## config.mk

```make
export PLATFORM = sky130hd
export DESIGN_NAME = noc_rst_seq
export DESIGN_NICKNAME = d
export VERILOG_FILES = /design/src/rtl/noc_rst_seq.sv
export SDC_FILE = /design/constraint.sdc
export NUM_CORES = 1
export LEC_CHECK = 0
export BUFFER_PORTS_ARGS = -buffer_cell sky130_fd_sc_hd__buf_4
export CAP_MARGIN = 0
export CORE_AREA = 5 5 79 88
export CTS_CLUSTER_DIAMETER = 30
export DETAILED_ROUTE_END_ITERATION = 16
export DIE_AREA = 0 0 84 93
export PLACE_DENSITY = 0.84
export SYNTH_ARGS = -nofsm -noshare
export SYNTH_HDL_FRONTEND = slang
export SYNTH_SLANG_ARGS = --single-unit
```

## constraint.sdc

```tcl
create_clock -name clk_i -period 3.03 [get_ports clk_i]
set_input_delay 0.909 -clock clk_i [delete_from_list [all_inputs] [get_ports clk_i]]
set_output_delay 0.909 -clock clk_i [all_outputs]
set_load 0.01 [all_outputs]
```

## src/rtl/noc_rst_seq.sv

```systemverilog
// Multi-channel NoC reset sequencer: staggered power-on release, then per-channel
// isolate/drain/reset/release handshakes. Optional drain timeout: NOC_RST_TIMEOUT_EN.
module noc_rst_seq #(
  parameter int NUM_CH    = 4,
  parameter int CNT_W     = 8,
  parameter int HOLD_CYC  = 4,
  parameter int DRAIN_MAX = 200
) (
  input  logic              clk_i,
  input  logic              rst_i,
  input  logic [CNT_W-1:0]  gap_i,
  input  logic [NUM_CH-1:0] sw_rst_req_i,
  input  logic [NUM_CH-1:0] idle_i,
  output logic [NUM_CH-1:0] isolate_o,
  output logic [NUM_CH-1:0] ch_rst_o,
  output logic [NUM_CH-1:0] sw_rst_ack_o,
  output logic              seq_done_o,
  output logic [NUM_CH-1:0] timeout_o
);

  localparam int               IDX_W      = (NUM_CH > 1) ? $clog2(NUM_CH) : 1;
  localparam logic [IDX_W-1:0] IDX_LAST   = IDX_W'(NUM_CH - 1);
  localparam logic [CNT_W-1:0] HOLD_LAST  = CNT_W'(HOLD_CYC - 1);
  localparam logic [CNT_W-1:0] DRAIN_LAST = CNT_W'(DRAIN_MAX - 1);

  typedef enum logic {G_SEQ, G_DONE} g_st_t;
  typedef enum logic [2:0] {C_RST, C_RUN, C_ISO, C_DRAIN, C_HOLD, C_REL} ch_st_t;

  g_st_t             r_g, w_g_nxt;
  logic [IDX_W-1:0]  r_idx, w_idx_nxt;
  logic [CNT_W-1:0]  r_gcnt, w_gcnt_nxt;
  logic [CNT_W-1:0]  r_gap, w_gap;
  logic              r_gap_ld;
  logic              r_seq_done;
  logic [NUM_CH-1:0] w_rel;

  ch_st_t            r_st     [NUM_CH];
  ch_st_t            w_st_nxt [NUM_CH];
  logic [CNT_W-1:0]  r_cnt    [NUM_CH];
  logic [CNT_W-1:0]  w_cnt_nxt[NUM_CH];

`ifdef NOC_RST_TIMEOUT_EN
  logic [NUM_CH-1:0] w_to_set;
  logic [NUM_CH-1:0] r_timeout;
`endif

  // Global power-on sequencer
  always_ff @(posedge clk_i) begin
    if (rst_i) begin
      r_g        <= G_SEQ;
      r_idx      <= '0;
      r_gcnt     <= '0;
      r_gap_ld   <= 1'b0;
      r_seq_done <= 1'b0;
    end else begin
      r_g        <= w_g_nxt;
      r_idx      <= w_idx_nxt;
      r_gcnt     <= w_gcnt_nxt;
      r_seq_done <= (r_g == G_DONE);
      if (!r_gap_ld) begin
        r_gap    <= gap_i;
        r_gap_ld <= 1'b1;
      end
    end
  end

  // The first SEQ cycle must already reload with the live gap value
  assign w_gap = r_gap_ld ? r_gap : gap_i;

  always_comb begin
    w_g_nxt    = r_g;
    w_idx_nxt  = r_idx;
    w_gcnt_nxt = r_gcnt;
    w_rel      = '0;
    if (r_g == G_SEQ) begin
      if (r_gcnt == '0) begin
        for (int k = 0; k < NUM_CH; k++)
          if (r_idx == IDX_W'(k)) w_rel[k] = 1'b1;
        w_gcnt_nxt = w_gap;
        if (r_idx == IDX_LAST) w_g_nxt = G_DONE;
        else                   w_idx_nxt = r_idx + 1'b1;
      end else begin
        w_gcnt_nxt = r_gcnt - 1'b1;
      end
    end
  end

  // Per-channel software reset handshakes
  always_ff @(posedge clk_i) begin
    if (rst_i) begin
      for (int k = 0; k < NUM_CH; k++) begin
        r_st[k]  <= C_RST;
        r_cnt[k] <= '0;
      end
    end else begin
      for (int k = 0; k < NUM_CH; k++) begin
        r_st[k]  <= w_st_nxt[k];
        r_cnt[k] <= w_cnt_nxt[k];
      end
    end
  end

  always_comb begin
`ifdef NOC_RST_TIMEOUT_EN
    w_to_set = '0;
`endif
    for (int k = 0; k < NUM_CH; k++) begin
      w_st_nxt[k]  = r_st[k];
      w_cnt_nxt[k] = r_cnt[k];
      case (r_st[k])
        C_RST:   if (w_rel[k]) w_st_nxt[k] = C_RUN;
        C_RUN:   if (r_g == G_DONE && sw_rst_req_i[k]) w_st_nxt[k] = C_ISO;
        C_ISO: begin
          w_st_nxt[k]  = C_DRAIN;
          w_cnt_nxt[k] = '0;
        end
        C_DRAIN: begin
          if (idle_i[k]) begin
            w_st_nxt[k]  = C_HOLD;
            w_cnt_nxt[k] = '0;
          end else if (r_cnt[k] == DRAIN_LAST) begin
            // Counter parks at the threshold; with the timeout build it forces the reset
`ifdef NOC_RST_TIMEOUT_EN
            w_st_nxt[k]  = C_HOLD;
            w_cnt_nxt[k] = '0;
            w_to_set[k]  = 1'b1;
`endif
          end else begin
            w_cnt_nxt[k] = r_cnt[k] + 1'b1;
          end
        end
        C_HOLD: begin
          if (r_cnt[k] == HOLD_LAST) w_st_nxt[k] = C_REL;
          else                       w_cnt_nxt[k] = r_cnt[k] + 1'b1;
        end
        C_REL:   w_st_nxt[k] = C_RUN;
        default: w_st_nxt[k] = C_RST;
      endcase
    end
  end

  always_comb begin
    isolate_o    = '0;
    ch_rst_o     = '0;
    sw_rst_ack_o = '0;
    for (int k = 0; k < NUM_CH; k++) begin
      isolate_o[k]    = (r_st[k] != C_RUN);
      ch_rst_o[k]     = (r_st[k] == C_RST) || (r_st[k] == C_HOLD);
      sw_rst_ack_o[k] = (r_st[k] == C_REL);
    end
  end

  assign seq_done_o = r_seq_done;

`ifdef NOC_RST_TIMEOUT_EN
  always_ff @(posedge clk_i) begin
    if (rst_i) r_timeout <= '0;
    else       r_timeout <= r_timeout | w_to_set;
  end
  assign timeout_o = r_timeout;
`else
  assign timeout_o = '0;
`endif

endmodule

```

; Yosys cells after proc, flatten, opt, wreduce, memory -nomap -nowiden
; Memories as Yosys holds them, arrays and structs flattened.
; Cells that the tools add are included.
[word_totals]
regBits = 21
latch_bits = 0
mem_bits_rw = 44
mem_bits_ro = 0
input_bits = 18
output_inout_bits = 17
elab_cells = 131
mem_count = 2
[classes]
addsub = 6
multipliers = 0
n_div = 0
magnitude_cmp = 0
n_eq_ne = 35
shift = 0
muxes = 57
bitwise_logic = 10
n_reduce_logical = 15
[mem_list]
columns = memory, depth, word_bits, read_ports, rd_clocked_by_memory_dff, write_ports, line_no
row1 = r_cnt, 4, 8, 4, 0, 4, 39  ; logic [CNT_W-1:0] r_cnt [NUM_CH];
row2 = r_st, 4, 3, 4, 0, 4, 37  ; ch_st_t r_st [NUM_CH];
[op_table]
columns = op, count
row1 = $mux W8, 18
row2 = $pmux W8 S3, 4
row3 = $pmux W3 S6, 4
row4 = $mux W3, 20
row5 = $add A8 B1 Y8 const B, 4
row6 = $eq A8 B2 Y1 const B, 4
row7 = $eq A8 B8 Y1 const B, 4
row8 = $eq A3 B2 Y1 const B, 8
row9 = $eq A3 B3 Y1 const B, 8
row10 = $eq A3 B1 Y1 const B, 4
row11 = $logic_not A3 Y1, 4
row12 = $ne A3 B1 Y1 const B, 4
row13 = $mux W1, 9
row14 = $logic_not A8 Y1, 1
row15 = $mux W4, 2
row16 = $or A1 B1 Y1, 8
row17 = $sub A8 B1 Y8 const B, 1
row18 = $eq A2 B2 Y1 const B, 2
row19 = $logic_and A1 B1 Y1, 4
row20 = $logic_or A1 B1 Y1, 4
row21 = $reduce_and A3 Y1, 1
row22 = $add A2 B1 Y2 const B, 1
row23 = $eq A2 B1 Y1 const B, 1
row24 = $logic_not A2 Y1, 1
row25 = $not A1 Y1, 2

; Depth between registers and ports, before layout
[logic_depth]
ltp_word = 7
depth_mapped = 7
mapped_depth_nobuf = 6

; Worst setup path before layout
; OpenSTA, ideal clock, no wires.
[synth_timing]
path_kind = input to register
from = input port idle_i[2]
to = memory r_st[2][1] (netlist name)
setup_ps = 117
t_arrival_ps = 1988
required_ps = 2913
slack_ps = 925
path_stages = 4
path_buffers = 0
path_cell_list = and4bb_2 -> a21oi_1 -> or3b_2 -> a32o_1
[synth_lines]
columns = item, line_no
row1 = "start, declared", 13  ; input logic [NUM_CH-1:0] idle_i,
row2 = "end, declared", 37

==> results.cfg <==
[clock_network]
htreeDepth = 3
cts_root_buffer = clkbuf_8
cts_num_sinks = 65
clk_pin_slew_worst_paths_ns = 0.07
cts_hold_buf = 0
ctsResizeCount = 0
clock_path_buffers = 2
numCtsBuffers = 9
clock_latency_ns = 0.34
cts_setup_buffers = 0
cts_tree = yes

[route]
viasPerCell = 6.11
vias = 3236
wl_per_cell_um = 14.9
drtIter0Drc = 255
drtPass1Iterations = 5
drc_errors = 0
wl_mm = 7.91
antenna_left = 0

[worst_setup_path]
cpMaxStageDelayCell = dfxtp_1
crit_start = r_st[2][0]
end_kind = output pin
rr_worst_depth = 5
reg2reg_slack_ns = 0.85
r2r_start = r_cnt[3][0]
critPathKind = register to output pin
worstSetupStartpointType = register
slowest_delay_ns = 0.49
crit_arrival_ns = 1.37
critPathMaxFanout = 10
crit_chain = nor3b_1 > inv_1 > buf_4
critPathRequiredTime_ns = 2.12

[floorplanning]
start_util_pct = 61.8
core_region_area_um2 = 6010
die-area_um2 = 7810
dieHeight_um = 93
die_w_um = 84
rows = 30
ios = 35

[layout]
multiInputGateArea_um2 = 2160
fill_cells = 509
area_delta_synth_final_pct = 12.3
diodes = 0
utilization_pct = 69.4
ff_latch_area_um2 = 1380
nets = 473
drive_gt1_share_pct = 15.3

[logic_synthesis]
yosys_warnings = 0
synthCells = 420
ys_ff_latch = 65
synth.avg_cell_area_um2 = 8.83
synth_edf_count = 8
synth_xor_area_share_pct = 2.60
synth-async-reset-ratio_pct = 0
synth-simple-area-share_pct = 25.2
synth-main-ff-cell = dfxtp_1
synth-compound-area-share_pct = 20.7
synth_top_family_by_area = simple AND/OR/NAND/NOR gates
syn-cell-area_um2 = 3710
yosysSeqAreaShare_pct = 37.2
synthMuxAreaShare_pct = 6.01
synth_fa_ha_area_share_pct = 3.37
synth_cell_types = 71

[hold_path]
hold_depth = 2
hold_path_class = register to register
hp-start = r_cnt[1][7]

[global_routing]
track_usage_pct = 21.0
antenna_found_initial = 0
grt_pass1_wl_mm = 13.7
grt_max_degree = 25
grt_overflow = 0
grt_pass1_vias = 3094

[sta]
worst_clock_skew_ns = 0.0127
slew_violations = 0
fmax_mhz = 439
setup_violations = 0
worstMarginPinSlew_ns = 0.770
rsz0062_at_grt = no
tns_ns = 0
fin_crit_ns = 2.28
slew-limit-headroom_pct = 48.3
timing.final.crit_share_pct = 75.2
hold_viol_final = 0
timing.hold.ws_ns = 0.509

[pwr]
power_density_nw_per_um2 = 627
ir_drop_v = 0.000377
p_leak_nw = 1.53

[status]
status = finished, final reports clean

[place]
dp_hpwl_mm = 5.60
gp_congestion = 0.877
io_buffer_count = 30

[flow_run]
cap_viol_max_count = 0
[cells in the final DEF (no fill, tap or decap), types with 6 or more instances in the layout]
cell	instances
dfxtp_1	57
mux2i_1	11
nand2_1	35
nand3_1	16
xnor2_1	10
nor2b_1	9
nor3b_1	6
o21ai_0	10
nand2b_1	18
buf_4	35
ha_1	10
a211oi_1	8
a21oi_1	32
mux2_2	10
inv_1	16
edfxtp_1	8
nor2_1	26
clkbuf_8	11
nor3_1	13
[synthesized netlist by cell type, drive strengths merged, types with 6 or more instances]
master / count / share of area (%)
a21oi: 32 / 4.3
mux2: 10 / 3.0
nor3b: 6 / 1.2
nor2: 26 / 2.6
a211oi: 8 / 1.6
nand2: 35 / 3.5
edfxtp: 8 / 6.5
xnor2: 10 / 2.4
ha: 10 / 3.4
nor3: 13 / 1.8
buf: 7 / 1.4
clkbuf: 17 / 1.8
inv: 16 / 1.6
nand2b: 18 / 3.0
mux2i: 11 / 3.0
dfxtp: 57 / 31
nor2b: 9 / 1.5
nand3: 16 / 2.2
o21ai: 11 / 1.5
[where the power goes]
part	leakage, nW	switching (W)	internal (W)
Combinational	0.883	0.000437	0.000356
Clock	0.103	0.000310	0.000423
Sequential	0.540	0.000122	0.000964
Total	1.53	0.000869	0.00174
[stage by stage]
| stage | instance area, um^2 | total power [W] | setup WS, ns | cells |
|---|---|---|---|---|
| after floorplan | 3720 | 0.00167 | 0.925 | 423 |
| after global placement | 3970 | 0.00184 | 0.808 | 514 |
| after detailed placement | 3970 | 0.00188 | 0.763 | 514 |
| after CTS | 4170 | 0.00261 | 0.741 | 530 |
| after global routing | 4170 | 0.00278 | 0.606 | 530 |
| final | 4170 | 0.00261 | 0.750 | 530 |
[per-layer routing]
layer / GRT usage, % / share of wire, % / vias up
met5: 0 / 0 / -
met1: 27.0 / 46 / 1528
met3: 3.70 / 4.4 / 11
li1: - / - / 1609
met4: 8.45 / 1.4 / 0
met2: 35.1 / 48 / 88
[cell families (layout without fill, tap and decap cells)]
group | after synthesis | count (layout)
other | 1 | 4
buffers and inverters | 40 | 67
XOR/XNOR | 11 | 11
flip-flops | 65 | 65
AND/OR/NAND/NOR | 165 | 165
multiplexers | 21 | 21
AO/OA/AOI/OAI | 107 | 107
adder cells (fa/ha/maj) | 10 | 10
[worst max-delay path: cells and delay by family, from the launching register on]
| family | cells | cell delay [ns] |
|---|---|---|
| buf+inv | 2 | 0.24 |
| simple gates | 1 | 0.30 |
| flops | 1 | 0.49 |
[final cells by class]
class,count,area share (%)
Clock inverter,3,0.961
Multi-Input combinational cell,318,51.9
Sequential cell,65,33.2
Clock buffer,13,3.81
Inverter,16,1.44
Tap cell,80,2.40
Timing Repair Buffer,35,6.31
[path summary, 6_finish.rpt]
check	endpoint
worst max register to register	r_st[3][1]
worst min register to register	r_cnt[1][7]
worst min-delay path	r_cnt[1][7]
worst max-delay path	isolate_o[2]
[registers in the layout, summed over array words and instances, names as in the netlist]
register / count
r_cnt: 32
r_gap_ld: 1
r_gap: 8
seq_done_o: 1
r_st: 12
r_idx: 2
r_gcnt: 8
r_g: 1
Note: power is estimated with default switching activity, not from simulation.
